<file path="src/rtl/adc_serial_pkg.sv">
// Shared FSM encoding and default geometry for the multichannel serial ADC sampler.
// ADC_AVG_EN adds the averaging depth default.
package adc_serial_pkg;

    localparam int unsigned CLK_DIV_DEF    = 40;
    localparam int unsigned DATA_W_DEF     = 12;
    localparam int unsigned LEAD_BITS_DEF  = 3;
    localparam int unsigned NCH_DEF        = 4;
    localparam int unsigned SAMPLE_DLY_DEF = 3;
    localparam int unsigned CSH_CYC_DEF    = 20;
    localparam int unsigned NBITS          = LEAD_BITS_DEF + DATA_W_DEF;
`ifdef ADC_AVG_EN
    localparam int unsigned AVG_LOG2_DEF   = 2;
`endif

    typedef enum logic [1:0] {
        ST_IDLE  = 2'd0,
        ST_SETUP = 2'd1,
        ST_SHIFT = 2'd2,
        ST_HOLD  = 2'd3
    } state_e;

endpackage

</file>
<file path="src/rtl/adc_sclk_gen.sv">
// Serial clock generator: divider, bit counter, registered ad_clk and the dout sample strike.
module adc_sclk_gen
    import adc_serial_pkg::*;
#(
    parameter int unsigned CLK_DIV    = CLK_DIV_DEF,
    parameter int unsigned NB         = NBITS,
    parameter int unsigned LEAD_BITS  = LEAD_BITS_DEF,
    parameter int unsigned SAMPLE_DLY = SAMPLE_DLY_DEF
) (
    input  logic clk,
    input  logic rst_n,
    input  logic run,
    input  logic shift,
    output logic ad_clk,
    output logic period_end_c,
    output logic last_c,
    output logic strike_c
);

    localparam int unsigned DIV_W = $clog2(CLK_DIV);
    localparam int unsigned BIT_W = $clog2(NB + 1);
    localparam int unsigned HALF  = CLK_DIV / 2;

    logic [DIV_W-1:0] div_cnt_q, div_cnt_d;
    logic [BIT_W-1:0] bit_cnt_q, bit_cnt_d;
    logic             ad_clk_q, ad_clk_d;

    always_comb begin
        period_end_c = run && (div_cnt_q == DIV_W'(CLK_DIV - 1));
        last_c       = shift && period_end_c && (bit_cnt_q == BIT_W'(NB - 1));
        strike_c     = shift && (div_cnt_q == DIV_W'(HALF + SAMPLE_DLY))
                       && (bit_cnt_q >= BIT_W'(LEAD_BITS));

        div_cnt_d = '0;
        if (run && !period_end_c) begin
            div_cnt_d = div_cnt_q + DIV_W'(1);
        end

        bit_cnt_d = '0;
        if (shift) begin
            bit_cnt_d = period_end_c ? bit_cnt_q + BIT_W'(1) : bit_cnt_q;
        end

        // ad_clk follows the next divider value so the pin is high exactly while div_cnt >= HALF
        ad_clk_d = shift && (div_cnt_d >= DIV_W'(HALF));
    end

    always_ff @(posedge clk or negedge rst_n) begin
        if (!rst_n) begin
            div_cnt_q <= '0;
            bit_cnt_q <= '0;
            ad_clk_q  <= 1'b0;
        end else begin
            div_cnt_q <= div_cnt_d;
            bit_cnt_q <= bit_cnt_d;
            ad_clk_q  <= ad_clk_d;
        end
    end

    assign ad_clk = ad_clk_q;

endmodule

</file>
<file path="src/rtl/adc_serial_multich.sv">
// Multichannel ADS7822-style sampler: shared ad_clk/ad_cs, per-channel dout, trigger or timer start.
// ADC_AVG_EN enables per-channel averaging over 2^AVG_LOG2 conversions.
module adc_serial_multich
    import adc_serial_pkg::*;
#(
    parameter int unsigned CLK_DIV    = CLK_DIV_DEF,
    parameter int unsigned DATA_W     = DATA_W_DEF,
    parameter int unsigned LEAD_BITS  = LEAD_BITS_DEF,
    parameter int unsigned NCH        = NCH_DEF,
    parameter int unsigned SAMPLE_DLY = SAMPLE_DLY_DEF,
    parameter int unsigned CSH_CYC    = CSH_CYC_DEF
`ifdef ADC_AVG_EN
    ,
    parameter int unsigned AVG_LOG2   = AVG_LOG2_DEF
`endif
) (
    input  logic                  clk,
    input  logic                  rst_n,
    input  logic                  enable,
    input  logic                  trigger,
    input  logic                  auto_en,
    input  logic [15:0]           conv_period,
    input  logic [NCH-1:0]        ad_dout,
    output logic                  ad_clk,
    output logic                  ad_cs,
    output logic [NCH*DATA_W-1:0] sample_data,
    output logic                  data_valid,
    output logic                  busy,
    output logic                  trig_miss
);

    localparam int unsigned HOLD_W = $clog2(CSH_CYC + 1);

    state_e                       state_q, state_d;
    logic [2:0]                   trig_sync_q, trig_sync_d;
    logic [NCH-1:0]               dout_s1_q, dout_s1_d, dout_s2_q, dout_s2_d;
    logic [15:0]                  tmr_q, tmr_d;
    logic [HOLD_W-1:0]            hold_q, hold_d;
    logic [NCH-1:0][DATA_W-1:0]   sreg_q, sreg_d;
    logic [NCH-1:0][DATA_W-1:0]   sample_data_q, sample_data_d;
    logic                         ad_cs_q, ad_cs_d;
    logic                         data_valid_q, data_valid_d;
    logic                         busy_q, busy_d;
    logic                         trig_miss_q, trig_miss_d;
    logic                         tmr_on_c, tick_c, req_c, run_c, shift_c;
    logic                         period_end_c, last_c, strike_c;
`ifdef ADC_AVG_EN
    localparam int unsigned ACC_W = DATA_W + AVG_LOG2;
    localparam int unsigned AVG_N = 1 << AVG_LOG2;
    localparam int unsigned CNT_W = AVG_LOG2 + 1;
    logic [NCH-1:0][ACC_W-1:0]    acc_q, acc_d, sum_c;
    logic [CNT_W-1:0]             avg_cnt_q, avg_cnt_d;
`endif

    assign run_c   = enable && (state_q == ST_SETUP || state_q == ST_SHIFT);
    assign shift_c = enable && (state_q == ST_SHIFT);

    adc_sclk_gen #(
        .CLK_DIV    (CLK_DIV),
        .NB         (LEAD_BITS + DATA_W),
        .LEAD_BITS  (LEAD_BITS),
        .SAMPLE_DLY (SAMPLE_DLY)
    ) u_sclk (
        .clk          (clk),
        .rst_n        (rst_n),
        .run          (run_c),
        .shift        (shift_c),
        .ad_clk       (ad_clk),
        .period_end_c (period_end_c),
        .last_c       (last_c),
        .strike_c     (strike_c)
    );

    always_comb begin
        trig_sync_d = {trig_sync_q[1:0], trigger};
        dout_s1_d   = ad_dout;
        dout_s2_d   = dout_s1_q;

        tmr_on_c = auto_en && enable && (conv_period != 16'd0);
        tick_c   = tmr_on_c && (tmr_q >= conv_period - 16'd1);
        tmr_d    = (!tmr_on_c || tick_c) ? 16'd0 : tmr_q + 16'd1;
        req_c    = (trig_sync_q[1] && !trig_sync_q[2]) || tick_c;

        state_d = state_q;
        hold_d  = '0;
        case (state_q)
            ST_IDLE:  if (req_c) state_d = ST_SETUP;
            ST_SETUP: if (period_end_c) state_d = ST_SHIFT;
            ST_SHIFT: if (last_c) state_d = ST_HOLD;
            ST_HOLD: begin
                hold_d = hold_q + HOLD_W'(1);
                if (hold_q == HOLD_W'(CSH_CYC - 1)) state_d = ST_IDLE;
            end
            default:  state_d = ST_IDLE;
        endcase
        if (!enable) state_d = ST_IDLE;

        busy_d      = (state_d != ST_IDLE);
        ad_cs_d     = !(state_d == ST_SETUP || state_d == ST_SHIFT);
        trig_miss_d = req_c && enable && (state_q != ST_IDLE);

        sreg_d = sreg_q;
        if (!run_c) begin
            sreg_d = '0;
        end else if (strike_c) begin
            for (int i = 0; i < NCH; i++) begin
                sreg_d[i] = {sreg_q[i][DATA_W-2:0], dout_s2_q[i]};
            end
        end

        data_valid_d  = 1'b0;
        sample_data_d = sample_data_q;
`ifdef ADC_AVG_EN
        acc_d     = acc_q;
        avg_cnt_d = avg_cnt_q;
        for (int i = 0; i < NCH; i++) begin
            sum_c[i] = acc_q[i] + ACC_W'(sreg_q[i]);
        end
        if (!enable) begin
            acc_d     = '0;
            avg_cnt_d = '0;
        end else if (last_c) begin
            if (avg_cnt_q == CNT_W'(AVG_N - 1)) begin
                data_valid_d = 1'b1;
                for (int i = 0; i < NCH; i++) begin
                    sample_data_d[i] = DATA_W'(sum_c[i] >> AVG_LOG2);
                end
                acc_d     = '0;
                avg_cnt_d = '0;
            end else begin
                acc_d     = sum_c;
                avg_cnt_d = avg_cnt_q + CNT_W'(1);
            end
        end
`else
        if (last_c) begin
            data_valid_d  = 1'b1;
            sample_data_d = sreg_q;
        end
`endif
    end

    always_ff @(posedge clk or negedge rst_n) begin
        if (!rst_n) begin
            state_q       <= ST_IDLE;
            trig_sync_q   <= '0;
            dout_s1_q     <= '0;
            dout_s2_q     <= '0;
            tmr_q         <= '0;
            hold_q        <= '0;
            sreg_q        <= '0;
            sample_data_q <= '0;
            ad_cs_q       <= 1'b1;
            data_valid_q  <= 1'b0;
            busy_q        <= 1'b0;
            trig_miss_q   <= 1'b0;
`ifdef ADC_AVG_EN
            acc_q         <= '0;
            avg_cnt_q     <= '0;
`endif
        end else begin
            state_q       <= state_d;
            trig_sync_q   <= trig_sync_d;
            dout_s1_q     <= dout_s1_d;
            dout_s2_q     <= dout_s2_d;
            tmr_q         <= tmr_d;
            hold_q        <= hold_d;
            sreg_q        <= sreg_d;
            sample_data_q <= sample_data_d;
            ad_cs_q       <= ad_cs_d;
            data_valid_q  <= data_valid_d;
            busy_q        <= busy_d;
            trig_miss_q   <= trig_miss_d;
`ifdef ADC_AVG_EN
            acc_q         <= acc_d;
            avg_cnt_q     <= avg_cnt_d;
`endif
        end
    end

    assign ad_cs       = ad_cs_q;
    assign sample_data = sample_data_q;
    assign data_valid  = data_valid_q;
    assign busy        = busy_q;
    assign trig_miss   = trig_miss_q;

endmodule
</file>
<file path="config.mk">
export PLATFORM = sky130hd
export DESIGN_NAME = adc_serial_multich
export DESIGN_NICKNAME = d
export VERILOG_FILES = /design/src/rtl/adc_serial_pkg.sv /design/src/rtl/adc_sclk_gen.sv /design/src/rtl/adc_serial_multich.sv
export SDC_FILE = /design/constraint.sdc
export NUM_CORES = 1
export LEC_CHECK = 0
export ABC_AREA = 1
export CELL_PAD_IN_SITES_DETAIL_PLACEMENT = 1
export CELL_PAD_IN_SITES_GLOBAL_PLACEMENT = 1
export CORE_MARGIN = 2
export CORE_UTILIZATION = 46
export DETAILED_ROUTE_END_ITERATION = 10
export PLACE_DENSITY_LB_ADDON = 0.1
export REMOVE_ABC_BUFFERS = 1
export SKIP_LAST_GASP = 1
export SYNTH_ARGS = -nofsm -noshare
export SYNTH_HDL_FRONTEND = slang
export SYNTH_SLANG_ARGS = --single-unit
</file>
<file path="constraint.sdc">
create_clock -name clk -period 4.85 [get_ports clk]
set_input_delay 1.455 -clock clk [delete_from_list [all_inputs] [get_ports clk]]
set_output_delay 1.455 -clock clk [all_outputs]
set_load 0.005 [all_outputs]
</file>
==> Yosys cells after proc, flatten, opt, wreduce, memory -nomap -nowiden <==
Index checks and enable logic that the tools add are counted.
Widths: inputs -> output; s select.
{ "op_classes": {"n_addsub": 5, "mul": 0, "div_mod_pow": 0, "n_lt_le_gt_ge": 3, "n_eq_ne": 11, "shift": 0, "mux": 14, "n_bitwise": 0, "n_reduce_logical": 27} }
{ "op_table": {"columns": ["operator", "n"], "rows": [
  ["$mux 48", 2],
  ["$add 16x1->16 const B", 1],
  ["$ge 16x16->1", 1],
  ["$mux 16", 1],
  ["$reduce_bool 16->1", 1],
  ["$sub 16x1->16 const B", 1],
  ["$logic_and 1x1->1", 15],
  ["$mux 2", 5],
  ["$mux 4", 2],
  ["$pmux 2 s4", 1],
  ["$add 6x1->6 const B", 1],
  ["$eq 2x2->1 const B", 3],
  ["$eq 6x5->1 const B", 1],
  ["$eq 6x6->1 const B", 1],
  ["$ge 6x5->1 const B", 1],
  ["$mux 6", 1],
  ["$add 5x1->5 const B", 1],
  ["$eq 5x5->1 const B", 1],
  ["$mux 5", 1],
  ["$add 4x1->4 const B", 1],
  ["$eq 2x1->1 const B", 2],
  ["$eq 4x4->1 const B", 1],
  ["$ge 4x2->1 const B", 1],
  ["$logic_not 1->1", 4],
  ["5 further kinds", 10]
]} }
{ "word_totals": {"register_bits": 145, "latch_bits": 0, "mem_bits_rw": 0, "romBits": 0, "in_bits": 25, "n_memories": 0} }

==> Longest topological paths before layout <==
Gate-level depths: netlist (run 1).
{ "depth": {"word_depth": 12, "ltp_mapped": 22, "mapped_depth_nobuf": 22} }

==> By module <==
A second synthesis (run 1) with hierarchy kept.
{ "unflattened": {"hier_cells": 713, "hier_area_um2": 6598.8} }
{ "modules_own_cells": {"columns": ["module", "instances", "cells_each", "area_each_um2", "seq_area_each_um2"], "rows": [
  ["adc_serial_multich", 1, 647, 6000.8, 3354.5],
  ["adc_sclk_gen", 1, 66, 598.1, 275.3]
]} }

==> Worst setup path after synthesis (run 1) <==
Ideal clock, no wire load.
{ "synth_path": {"kind": "input to register", "start": "input conv_period[0]", "end": "register ad_cs_q (netlist: ad_cs)", "arrival_time_ps": 3749, "required_ps": 4792, "setup_slack_ps": 1043, "cell_stages": 19, "path_cell_list": "inv_1 > ha_1 > inv_1 > nor3_1 > nand2_1 > nor2_1 > nand2_1 > xor2_1 > ha_1 > nand2_1 > o21ai_0 > a21oi_1 > nand2_1 > nand2_1 > nand3_1 > nand2_1 > nand2_1 > ha_1 > inv_1"} }
{ "synth_via": {"elab_chain_cells": 10} }
{ "synth_rtl": {"columns": ["element", "line_no", "text"], "rows": [
  ["start, declared", "adc_serial_multich.sv:22", "input logic [15:0] conv_period,"],
  ["$sub 16x1->16 / $reduce_bool 16->1 (equally long branches)", "adc_serial_multich.sv:80, adc_serial_multich.sv:79", null],
  ["$ge 16x16->1 / $logic_and 1x1->1 (equally long branches)", "adc_serial_multich.sv:80, adc_serial_multich.sv:79", null],
  ["$logic_and 1x1->1 *", "adc_serial_multich.sv:80", "tick_c = tmr_on_c && (tmr_q >= conv_period - 16'd1);"],
  ["$logic_or 1x1->1 *", "adc_serial_multich.sv:82", "req_c = (trig_sync_q[1] && !trig_sync_q[2]) || tick_c;"],
  ["$mux 2 *", "adc_serial_multich.sv:87", "ST_IDLE: if (req_c) state_d = ST_SETUP;"],
  ["$pmux 2 s4 *", "adc_serial_multich.sv:86", "case (state_q)"],
  ["$mux 2 *", "adc_serial_multich.sv:96", "if (!enable) state_d = ST_IDLE;"],
  ["$eq 2x1->1 / $eq 2x2->1 (equally long branches)", "adc_serial_multich.sv:99", "ad_cs_d = !(state_d == ST_SETUP || state_d == ST_SHIFT);"],
  ["$logic_or 1x1->1 *", "adc_serial_multich.sv:99", null],
  ["$logic_not 1->1 *", "adc_serial_multich.sv:99", null],
  ["via ad_cs_d", "adc_serial_multich.sv:41", "logic ad_cs_q, ad_cs_d;"],
  ["end signal, assigned", "adc_serial_multich.sv:170", "ad_cs_q <= ad_cs_d;"],
  ["end, declared", "adc_serial_multich.sv:41", null]
]} }
Mark *: on every way through the listed nets, which the timed path passes. The rest lies on a longest branch.
A chain may end at the register's enable or synchronous reset.

==> Final worst setup path (run 1) <==
{ "layout_path": {"start": "input conv_period[2]", "end": "register tmr_q[4]"} }
{ "layout_via": {"elab_chain_cells": 5} }
{ "layout_rtl": {"columns": ["element", "line_no", "text"], "rows": [
  ["$sub 16x1->16 / $reduce_bool 16->1 (equally long branches)", "adc_serial_multich.sv:80, adc_serial_multich.sv:79", null],
  ["$ge 16x16->1 / $logic_and 1x1->1 (equally long branches)", "adc_serial_multich.sv:80, adc_serial_multich.sv:79", null],
  ["$logic_and 1x1->1 / $logic_not 1->1 (equally long branches)", "adc_serial_multich.sv:80, adc_serial_multich.sv:81", null],
  ["$logic_or 1x1->1 *", "adc_serial_multich.sv:81", "tmr_d = (!tmr_on_c || tick_c) ? 16'd0 : tmr_q + 16'd1;"],
  ["$mux 16 *", "adc_serial_multich.sv:81", null],
  ["via tmr_d[4]", "adc_serial_multich.sv:37", "logic [15:0] tmr_q, tmr_d;"],
  ["end signal, assigned", "adc_serial_multich.sv:166", "tmr_q <= tmr_d;"],
  ["end, declared", "adc_serial_multich.sv:37", null]
]} }
Marks and branches as above.

==> results of run 1 <==
## where the power goes
group	leakage (nW)	total, mW	internal (mW)	switching [mW]
clock network	0.310	1.43	0.936	0.493
registers	1.99	1.28	1.25	0.0262
logic	1.40	0.487	0.133	0.355
total	3.70	3.19	2.32	0.874
## logic make-up (layout without fill, tap and decap cells)
family	after synthesis	count (layout)	synth area share
compound gates	119	119	0.110
xor+xnor	24	24	0.0320
fa+ha+maj	27	27	0.0515
buf+inv	124	213	0.0748
flops	145	145	0.553
simple gates	279	279	0.179
## worst max path at each step
stage | start | end | slack, ns | cells past startpoint
3_3_place_gp | conv_period[0] | ad_cs | 0.42 | 20
5_1_grt | conv_period[2] | tmr_q[4] | 0.27 | 16
6_report | conv_period[2] | tmr_q[4] | 0.66 | 16
2_1_floorplan | enable | sreg_q[0] | -1.09 | 3
3_5_place_dp | conv_period[0] | tmr_q[4] | 0.27 | 16
4_1_cts | conv_period[0] | tmr_q[4] | 0.69 | 16
## layer usage
layer	track usage	part of all wire	vias up
met5	0	0	-
met4	0.0774	0.012	0
met3	0.0489	0.035	14
met2	0.381	0.52	81
met1	0.267	0.44	2542
li1	-	-	2452
## cell type report
cell class,instances,area [um^2],area share
inverter,99,372,0.0455
timing repair buffer,84,837,0.103
tap,180,225,0.0276
clock buffer,21,460,0.0564
clock inverter,9,180,0.0221
multi-input combinational,449,2460,0.301
sequential,145,3630,0.445
## cell usage in the layout, fill, tap and decap left out, drive strengths merged, types with 2 or more instances in the layout
master	synthesis	layout
nor3	13	13
a21oi	15	15
nor3b	2	2
clkdlybuf4s50	0	76
bufinv	0	5
xor2	16	16
buf	10	8
clkinv	0	2
xnor2	8	8
nand3	17	17
clkbuf	15	21
nor2	53	53
o21ai	54	54
dfrtp	144	144
ha	27	27
a31oi	6	6
o31ai	41	41
inv	99	100
nand2	185	185
nand4	8	8
## worst max-delay path, delay by kind of cell
kind,cells,cell delay (ns)
buf+inv,3,0.78
simple gates,8,1.40
compound gates,3,0.42
fa+ha+maj,1,0.29
xor+xnor,1,0.17
## stage by stage
step | hold WS, ns | setup TNS, ns | power (mW) | cells | instance area, um^2
detailed placement | 0.336 | 0 | 1.79 | 957 | 7520
CTS | 0.350 | 0 | 3.22 | 987 | 8160
global placement | 0.333 | 0 | 1.77 | 957 | 7520
finish | 0.350 | 0 | 3.19 | 987 | 8160
global route | 0.356 | 0 | 3.34 | 987 | 8160
floorplan | 0.331 | -47.31 | 1.58 | 693 | 6440
## cells in the mapped netlist (2+ instances only)
library cell	number
nand2_1	184
dfrtp_1	144
inv_1	98
nor2_1	49
o31ai_1	41
o21ai_1	28
ha_1	27
o21ai_0	24
nand3_1	17
xor2_1	16
a21oi_1	15
clkbuf_1	15
nor3_1	12
buf_2	8
xnor2_1	8
a31oi_1	6
nand4_1	6
nor2_2	3
buf_6	2
nand4_4	2
nor3b_1	2
o21ai_2	2
## sequential cells by signal (all words and copies together) (netlist names)
| register | flops |
|---|---|
| ad_cs | 1 |
| busy | 1 |
| data_valid | 1 |
| dout_s1_q | 4 |
| dout_s2_q | 4 |
| hold_q | 5 |
| sample_data | 48 |
| sreg_q | 48 |
| state_q | 2 |
| tmr_q | 16 |
| trig_miss | 1 |
| trig_sync_q | 3 |
| u_sclk.ad_clk | 1 |
| u_sclk.bit_cnt_q | 4 |
| u_sclk.div_cnt_q | 6 |
==> impl_results.md, run 1 <==
* Status: complete, no violations
* FF-to-FF End: sample_data[5]
* Vias per cell at roughly 5.2
* Vias at 5,089
* Global Route Usage Sum at 0.219
* Post-synth cell types at 31
* Crit-path max FO at 7
* Syn Inst Count at around 700
* Slowest Stage Delay on Critical Path at 0.47 ns
* Max Cap Viol at 0
* R2R depth at 10
* Layout filler cell count at 1,575
* Max Clk Rate at 239 MHz
* Top-area cell type share of the netlist area at 0.549
* Hold path depth at 0
* Slew HR at 0.390
* Critical path capture point type: flip-flop
* CTS Buf Count at 17
* Drt pass-1 iters at 4
* Worst skew pair latency at 0.42 ns
* Final setup margin at 0.662 ns
* Ys flop type: dfrtp_1
* Yosys top cell by area: dfrtp_1
* Largest net degree at the start of global routing at 97
* Register bit total from synthesis at 145
* Syn. warnings at 0
* RSZ-0062 raised after global routing: no
* Clock Tree Buf Depth at 2
* Core area at 13,900 um^2
* Gpl congestion at 0.821
* P_leak at 3.70 nW
* Synth Cell Area at ~6600 um^2
* Worst-margin pin slew at just over 0.9 ns
* # resized after CTS at 0
* VDD IR max at 0.000268 V
* Clk_skew at 0.0198 ns
* Post-synth EDFFs at 0
* Area delta synth->final at 24.4%
* Final max-slew violation count at 0
* Final Critical Period at 4.19 ns
* Htree depth at 4
* CP Cell Sequence: clkdlybuf4s50_1 -> nor2_1 -> nand2_1 -> nor2_1 -> nand2_1 -> nor2_1 -> nand4_1 -> xnor2_1 -> inv_1 -> ha_1 -> a21oi_1 -> o21ai_0 -> a21oi_1 -> nand3_1 -> buf_4 -> nor3b_1
* Cell mode on critical path: nor2_1
* Clk slew on worst S/H paths at 0.06 ns
* Total routed wirelength at 15,400 um
* Slowest cell on the critical path: clkdlybuf4s50_1
* Setup Viol. Count Final at 0
* Share of layout cells above drive strength 1 at 0.0607
* CTS tree: yes
* Global-route wire length before repair at 26,000 um
* Iter 0 DRT Violations at 166
* R2R setup slack at about 2.4 ns
* Critical path arrival at 4.51 ns
* Root Buffer Master: clkbuf_16
* Mean Syn Cell Area at 9.14 um^2
* HP Class: reg2reg
* Row count at 43
* N_diodes at 0
* Reg-to-Reg Start: state_q[0]
* Cell Pwr Density at 391 nW/um^2
* Final net count at 848
* Worst hold path startpoint: dout_s1_q[3]
* WS Path Type: in2reg
* Pre-CTS setup slack at 0.270 ns
* Final period util at 0.864
* Vias in the first global route at 5,552
* Synth area leaders: dfrtp_1 55%, nand2_1 11%, inv_1 5.6%
* Initial Utilization at 0.473
* Die Width at between 100 and 150 um
* Cts-stage hold buffer count at 0
* WP data required at 5.18 ns
* Hpwl dp at 10,100 um
* Die ar. at 15,200 um^2
* Input/output buffers at 77
* Initial antenna violation count at 0
* Hold violation total from the final report at 0
* Seq/Total Area, Yosys at 0.553
* Setup Fix Bufs, Post-CTS at 0
* DRC violations left at 0
* Io pins at 78
* Worst setup SP type: primary input
* Post-synth ARST share at 1.00
* Die Ht at 123 um
* WL/cell at 15.6 um
* Worst Hold End: dout_s2_q[3]
* CTS Sinks at 145
* Fin util at 0.588
* Gr ovfl total at 0
* Post-DRT Antenna Nets at 0
Power figures use the tool's default switching activity.
==> run 2, diff against run 1 <==
--- a/config.mk
+++ b/config.mk
@@ -6,10 +6,12 @@
 export NUM_CORES = 1
 export LEC_CHECK = 0
 export ABC_AREA = 1
+export ABC_CLOCK_PERIOD_IN_PS = 4850
 export CELL_PAD_IN_SITES_DETAIL_PLACEMENT = 1
-export CELL_PAD_IN_SITES_GLOBAL_PLACEMENT = 1
+export CELL_PAD_IN_SITES_GLOBAL_PLACEMENT = 2
 export CORE_MARGIN = 2
-export CORE_UTILIZATION = 46
+export CORE_UTILIZATION = 37
+export CTS_CLUSTER_DIAMETER = 40
 export DETAILED_ROUTE_END_ITERATION = 10
 export PLACE_DENSITY_LB_ADDON = 0.1
 export REMOVE_ABC_BUFFERS = 1
==> run 2 against run 1 <==
Net effect: clock power shrank 9%; register-to-register slack lost 0.05 ns; routed wire length shrank 0.57%; sequential power is essentially flat; cell count grew 4.8%; global-route usage shrank 4.2 points; worst setup slack lost 0.00068 ns; design area is essentially flat; fmax is essentially flat; combinational power grew 1%; largest power group unchanged; highest routed layer unchanged.
==> impl_results.md, run 2 (same netlist as run 1, synthesis figures left out) <==
* Pre-CTS setup slack at 0.254 ns (-0.0162 ns)
* Global-route wire length before repair at 26,200 um (+0.53%)
* WL/cell at 14.8 um (-5.1%)
* Total routed wirelength at 15,300 um (-0.57%)
* Worst setup SP type: primary input
* Setup Fix Bufs, Post-CTS at 0 (unchanged)
* Clock Tree Buf Depth at 2 (unchanged)
* Post-Layout Cell Count at 1,034 (+4.8%)
* Clk slew on worst S/H paths at 0.06 ns (about the same)
* Hold slack at 0.350 ns (-0.000929 ns)
* CTS tree: yes
* Iter 0 DRT Violations at 214 (+29%)
* Cell-internal power at 2.17 mW (-6.4%)
* RSZ-0062 raised after global routing: no
* Drt pass-1 iters at 4 (unchanged)
* Critical path capture point type: flip-flop
* DRC violations left at 0 (unchanged)
* Critical path arrival at 4.52 ns (about the same)
* Global Route Usage Sum at 0.177 (-0.0417)
* Final period util at 0.864 (about the same)
* Crit-path max FO at 7 (unchanged)
* Die Width at 137 um (+11%)
* Flop pwr share at 0.416 (+0.016)
* Die ar. at 18,800 um^2 (+23%)
* Commonest non-fill, non-tap cell in the layout: nand2_1
* Max Cap Viol at 0 (unchanged)
* Max Clk Rate at 239 MHz (about the same)
* Hpwl dp at 10,100 um (about the same)
* Worst Hold End: dout_s2_q[3]
* HP Class: reg2reg
* Gate power share at 0.161 (+0.008)
* Hold path depth at 0 (unchanged)
* FF-to-FF End: sample_data[42]
* Status: complete, no violations
* Initial Utilization at 0.379 (-0.0933)
* Final max-slew violation count at 0 (unchanged)
* Gpl congestion at 0.744 (-9.3%)
* VDD IR max at 0.000270 V (+0.70%)
* CTS Sinks at 145 (unchanged)
* Vias in the first global route at 5,391 (-2.9%)
* Setup Viol. Count Final at 0 (unchanged)
* Vias per cell at 4.83 (-6.3%)
* Vias at 4,998 (-1.8%)
* Root Buffer Master: clkbuf_16
* Area after DPL at 7580 um^2 (+0.75%)
* Die Ht at 137 um (+11%)
* Initial antenna violation count at 0 (unchanged)
* N_diodes at 0 (unchanged)
* Row count at 48 (+12%)
* Clk_skew at 0.00938 ns (-0.0104 ns)
* Hold violation total from the final report at 0 (unchanged)
* CTS Buf Count at 17 (unchanged)
* P_leak at 3.68 nW (-0.69%)
* Switch share at 0.293 (+0.0195)
* Htree depth at 4 (unchanged)
* Post-Place Cells at 1,002 (+4.7%)
* Input/output buffers at 77 (unchanged)
* Cts-stage hold buffer count at 0 (unchanged)
* Reg-to-Reg Start: state_q[0]
* WP data required at 5.18 ns (about the same)
* Io pins at 78 (unchanged)
* Area delta synth->final at 24.4% (about the same)
* Cell Pwr Density at 376 nW/um^2 (-3.8%)
* R2R depth at 9 (-1)
* Worst-margin pin slew at 0.919 ns (+0.00378 ns)
* R2R setup slack at 2.30 ns (-0.05 ns)
* Post-DRT Antenna Nets at 0 (unchanged)
* Power share of the clock group at 0.424 (-0.023)
* Share of layout cells above drive strength 1 at 0.0630 (+0.00232)
* Most frequent cells in the layout: 184 x nand2_1, 144 x dfrtp_1, 98 x inv_1
* Final net count at 848 (unchanged)
* Gr ovfl total at 0 (unchanged)
* Final setup margin at 0.661 ns (-0.000680 ns)
* Largest net degree at the start of global routing at 97 (unchanged)
* Final Critical Period at 4.19 ns (+0.000680 ns)
* # resized after CTS at 0 (unchanged)
* Worst hold path startpoint: dout_s1_q[3]
* Slew HR at 0.387 (-0.00252)
* Fin area at 8170 um^2 (about the same)
* Worst skew pair latency at 0.42 ns (about the same)
* Net Sw Power at 900 uW (+3.1%)
* WS Path Type: in2reg
* Core area at 17,300 um^2 (+25%)
-- run 2: power groups by stage --
stage | registers [mW] | clock network, mW | logic [mW]
after global placement | 1.30 | 0 | 0.485
after detailed placement | 1.30 | 0 | 0.494
after global routing | 1.28 | 1.39 | 0.557
after floorplan | 1.29 | 0 | 0.284
after CTS | 1.28 | 1.34 | 0.502
final | 1.28 | 1.30 | 0.494
-- run 2: final cells by class --
| cell class | instances | area (um^2) |
|---|---|---|
| clock buffer | 21 | 460 |
| clock inverter | 11 | 129 |
| fill | 1980 | 9130 |
| inverter | 99 | 372 |
| multi-input combinational | 449 | 2460 |
| sequential | 145 | 3630 |
| tap | 225 | 282 |
| timing repair buffer | 84 | 837 |
-- run 2: how the worst max path moves through the flow --
stage,start,end,slack [ns]
final,conv_period[2],tmr_q[7],0.66
after floorplan,enable,sreg_q[0],-1.09
after global routing,conv_period[2],tmr_q[7],0.32
after detailed placement,conv_period[0],ad_cs,0.25
after global placement,conv_period[0],ad_cs,0.39
after CTS,conv_period[2],tmr_q[7],0.65
-- run 2: metrics by stage --
step / TNS [ns] / utilization / total power, mW
after global placement: 0 / 0.438 / 1.78
after floorplan: -47.31 / - / 1.58
after detailed placement: 0 / 0.438 / 1.79
final: 0 / 0.472 / 3.07
after CTS: 0 / 0.472 / 3.12
after global routing: 0 / 0.472 / 3.23
-- run 2: worst max-delay path: stages --
cell	delay, ns
clkdlybuf4s50_1	0.46
nor2_1	0.16
nand2_1	0.09
nor2_1	0.21
nand2_1	0.15
nor2_1	0.21
nand4_1	0.14
xnor2_1	0.18
inv_1	0.06
ha_1	0.29
a21oi_1	0.15
o21ai_0	0.10
a21oi_1	0.16
nand3_1	0.25
inv_1	0.21
nand2_1	0.07
a21oi_1	0.15
-- run 2: metal layers --
layer	track usage	vias to the layer above	part of all wire
met1	0.226	2457	0.47
li1	-	2459	-
met3	0.0396	15	0.035
met2	0.300	67	0.49
met4	0.0550	0	0.012
met5	0	-	0
==> run 3, diff against run 2 <==
--- a/config.mk
+++ b/config.mk
@@ -16,6 +16,7 @@
 export PLACE_DENSITY_LB_ADDON = 0.1
 export REMOVE_ABC_BUFFERS = 1
 export SKIP_LAST_GASP = 1
+export SLEW_MARGIN = 20
 export SYNTH_ARGS = -nofsm -noshare
 export SYNTH_HDL_FRONTEND = slang
 export SYNTH_SLANG_ARGS = --single-unit
==> constraint.sdc (replaced) <==
create_clock -name clk -period 4.85 [get_ports clk]
set_input_delay 0.97 -clock clk [delete_from_list [all_inputs] [get_ports clk]]
set_output_delay 0.97 -clock clk [all_outputs]
set_load 0.005 [all_outputs]
==> run 3 against run 2 <==
Net effect: power grew 1.7%; global-route usage shrank 0.12 points; critical path depth is the same; die area is the same; sequential power is essentially flat; critical path type unchanged; flip-flop and latch count is the same; clock skew grew 0.0018 ns; fmax grew 6.6%.
==> impl_results.md, run 3 (same netlist as run 1, synthesis figures left out) <==
* CTS Sinks at 145 (unchanged)
* Hold slack at 0.348 ns (-0.00115 ns)
* Total routed wirelength at 15,200 um (-0.47%)
* Die Ht at 137 um (unchanged)
* Reg-to-Reg Start: state_q[0]
* Core area at 17,300 um^2 (unchanged)
* Worst hold path startpoint: trig_sync_q[0]
* Cell mode on critical path: nand2_1
* Clock Tree Buf Depth at 2 (unchanged)
* Cell depth of the worst setup path at 17 (unchanged)
* Post-DRT Antenna Nets at 0 (unchanged)
* HP Class: reg2reg
* VDD IR max at 0.000253 V (-6.2%)
* Max Clk Rate at 254 MHz (+6.6%)
* Setup Viol. Count Final at 0 (unchanged)
* Slowest Stage Delay on Critical Path at 0.45 ns (about the same)
* WS Path Type: in2reg
* Iter 0 DRT Violations at 134 (-37%)
* Design Power at 3.12 mW (+1.7%)
* Row count at 48 (unchanged)
* Htree depth at 4 (unchanged)
* Post-Layout Cell Count at 1,033 (-0.097%)
* Area delta synth->final at 24.8%
* Hold path depth at 0 (unchanged)
* CTS Buf Count at 17 (unchanged)
* R2R setup slack at 2.18 ns (-0.12 ns)
* Gpl congestion at 0.744 (about the same)
* RSZ-0062 raised after global routing: no
* Clk slew on worst S/H paths at 0.06 ns (about the same)
* Share of layout cells above drive strength 1 at 0.0631 (+0.0000780)
* Final period util at 0.810 (-0.0533)
* Global Route Usage Sum at 0.176 (-0.00123)
* Commonest non-fill, non-tap cell in the layout: nand2_1
* Die Width at 137 um (unchanged)
* # resized after CTS at 0 (unchanged)
* WP data required at 5.19 ns (about the same)
* Global-route wire length before repair at 25,800 um (-1.3%)
* Worst skew pair latency at 0.42 ns (about the same)
* Largest net degree at the start of global routing at 76 (-22%)
* CP Cell Sequence: clkdlybuf4s50_1 -> inv_1 -> ha_1 -> inv_1 -> nor3_1 -> nand2_1 -> nor2_1 -> nand2_1 -> xor2_1 -> ha_1 -> nand2_1 -> o21ai_0 -> a21oi_1 -> nand3_1 -> inv_1 -> nand2_1 -> a21oi_1
* Critical path capture point type: flip-flop
* Cts-stage hold buffer count at 0 (unchanged)
* Worst-margin pin slew at 0.797 ns (-0.122 ns)
* CP top delay family: simple AND/OR/NAND/NOR gates
* FF-to-FF End: sample_data[5]
* Initial Utilization at 0.379 (unchanged)
* Hpwl dp at 10,300 um (+1.9%)
* Vias per cell at 4.81 (-0.56%)
* P_leak at 3.69 nW (+0.25%)
* Clk_skew at 0.0112 ns (+0.00179 ns)
* Slew HR at 0.469 (+0.0811)
* Drt pass-1 iters at 4 (unchanged)
* CP Buf/Inv Count at 4 (+1)
* Final Critical Period at 3.93 ns (-0.258 ns)
* Vias in the first global route at 5,400 (+0.17%)
* Initial antenna violation count at 0 (unchanged)
* Cell Pwr Density at 382 nW/um^2 (+1.4%)
* Input/output buffers at 77 (unchanged)
* Worst Hold End: trig_sync_q[1]
* CTS tree: yes
* Die ar. at 18,800 um^2 (unchanged)
* Setup Fix Bufs, Post-CTS at 0 (unchanged)
* Root Buffer Master: clkbuf_16
* Final net count at 847 (-0.12%)
* Worst setup SP type: primary input
* Vias at 4,965 (-0.66%)
* Most frequent cells in the layout: 184 x nand2_1, 144 x dfrtp_1, 98 x inv_1
* Hold violation total from the final report at 0 (unchanged)
* Final max-slew violation count at 0 (unchanged)
* DRC violations left at 0 (unchanged)
* N_diodes at 0 (unchanged)
* Status: complete, no violations
* Gr ovfl total at 0 (unchanged)
* WL/cell at 14.7 um (-0.37%)
* R2R depth at 10 (+1)
* Io pins at 78 (unchanged)
* Max Cap Viol at 0 (unchanged)
* Crit-path max FO at 13 (+6)
* Slowest cell on the critical path: clkdlybuf4s50_1
* Post-Place Cells at 1,001 (-0.10%)
* Critical path arrival at 4.27 ns (-0.25 ns)
==> run 3: report_power, final <==
part	total (mW)	internal [mW]	switching (mW)
registers	1.28	1.25	0.0263
logic	0.493	0.133	0.359
clock network	1.35	0.818	0.537
total	3.12	2.20	0.923
==> run 3: final cells by class <==
class	instances	area, um^2
Clock inverter	14	176
Fill cell	1972	9110
Multi-Input combinational cell	449	2460
Sequential cell	145	3630
Tap cell	225	282
Timing Repair Buffer	83	842
Inverter	99	372
Clock buffer	18	429
==> run 3: worst register-to-register path: stages (launching register included) <==
cell     delay (ns)
dfrtp_1        0.45
inv_1          0.12
ha_1           0.31
nand2_2        0.07
inv_2          0.24
nand4_4        0.22
nor2_4         0.19
nand4_4        0.40
buf_4          0.40
nand2_1        0.10
o21ai_1        0.06
==> run 3: metal layers <==
layer	vias up	routed length [um]	GRT usage
met5	-	0	0
li1	2460	-	-
met3	17	554	0.0367
met2	75	7430	0.295
met4	0	227	0.0682
met1	2413	7010	0.223
==> run 3: worst max path at each step <==
stage | endpoint | slack, ns | start
after CTS | tmr_q[7] | 0.89 | conv_period[0]
final | tmr_q[7] | 0.92 | conv_period[0]
after detailed placement | tmr_q[7] | 0.46 | conv_period[0]
after global placement | tmr_q[14] | 0.59 | conv_period[0]
after floorplan | sreg_q[0] | -0.60 | enable
after global routing | tmr_q[7] | 0.57 | conv_period[0]
==> run 3: through the flow <==
| step | instance area [um^2] | TNS, ns | setup WS (ns) | utilization |
|---|---|---|---|---|
| floorplan | 6440 | -24.03 | -0.600 | - |
| global placement | 7580 | 0 | 0.587 | 0.438 |
| detailed placement | 7580 | 0 | 0.458 | 0.438 |
| CTS | 8190 | 0 | 0.890 | 0.473 |
| global route | 8190 | 0 | 0.567 | 0.473 |
| finish | 8190 | 0 | 0.920 | 0.473 |
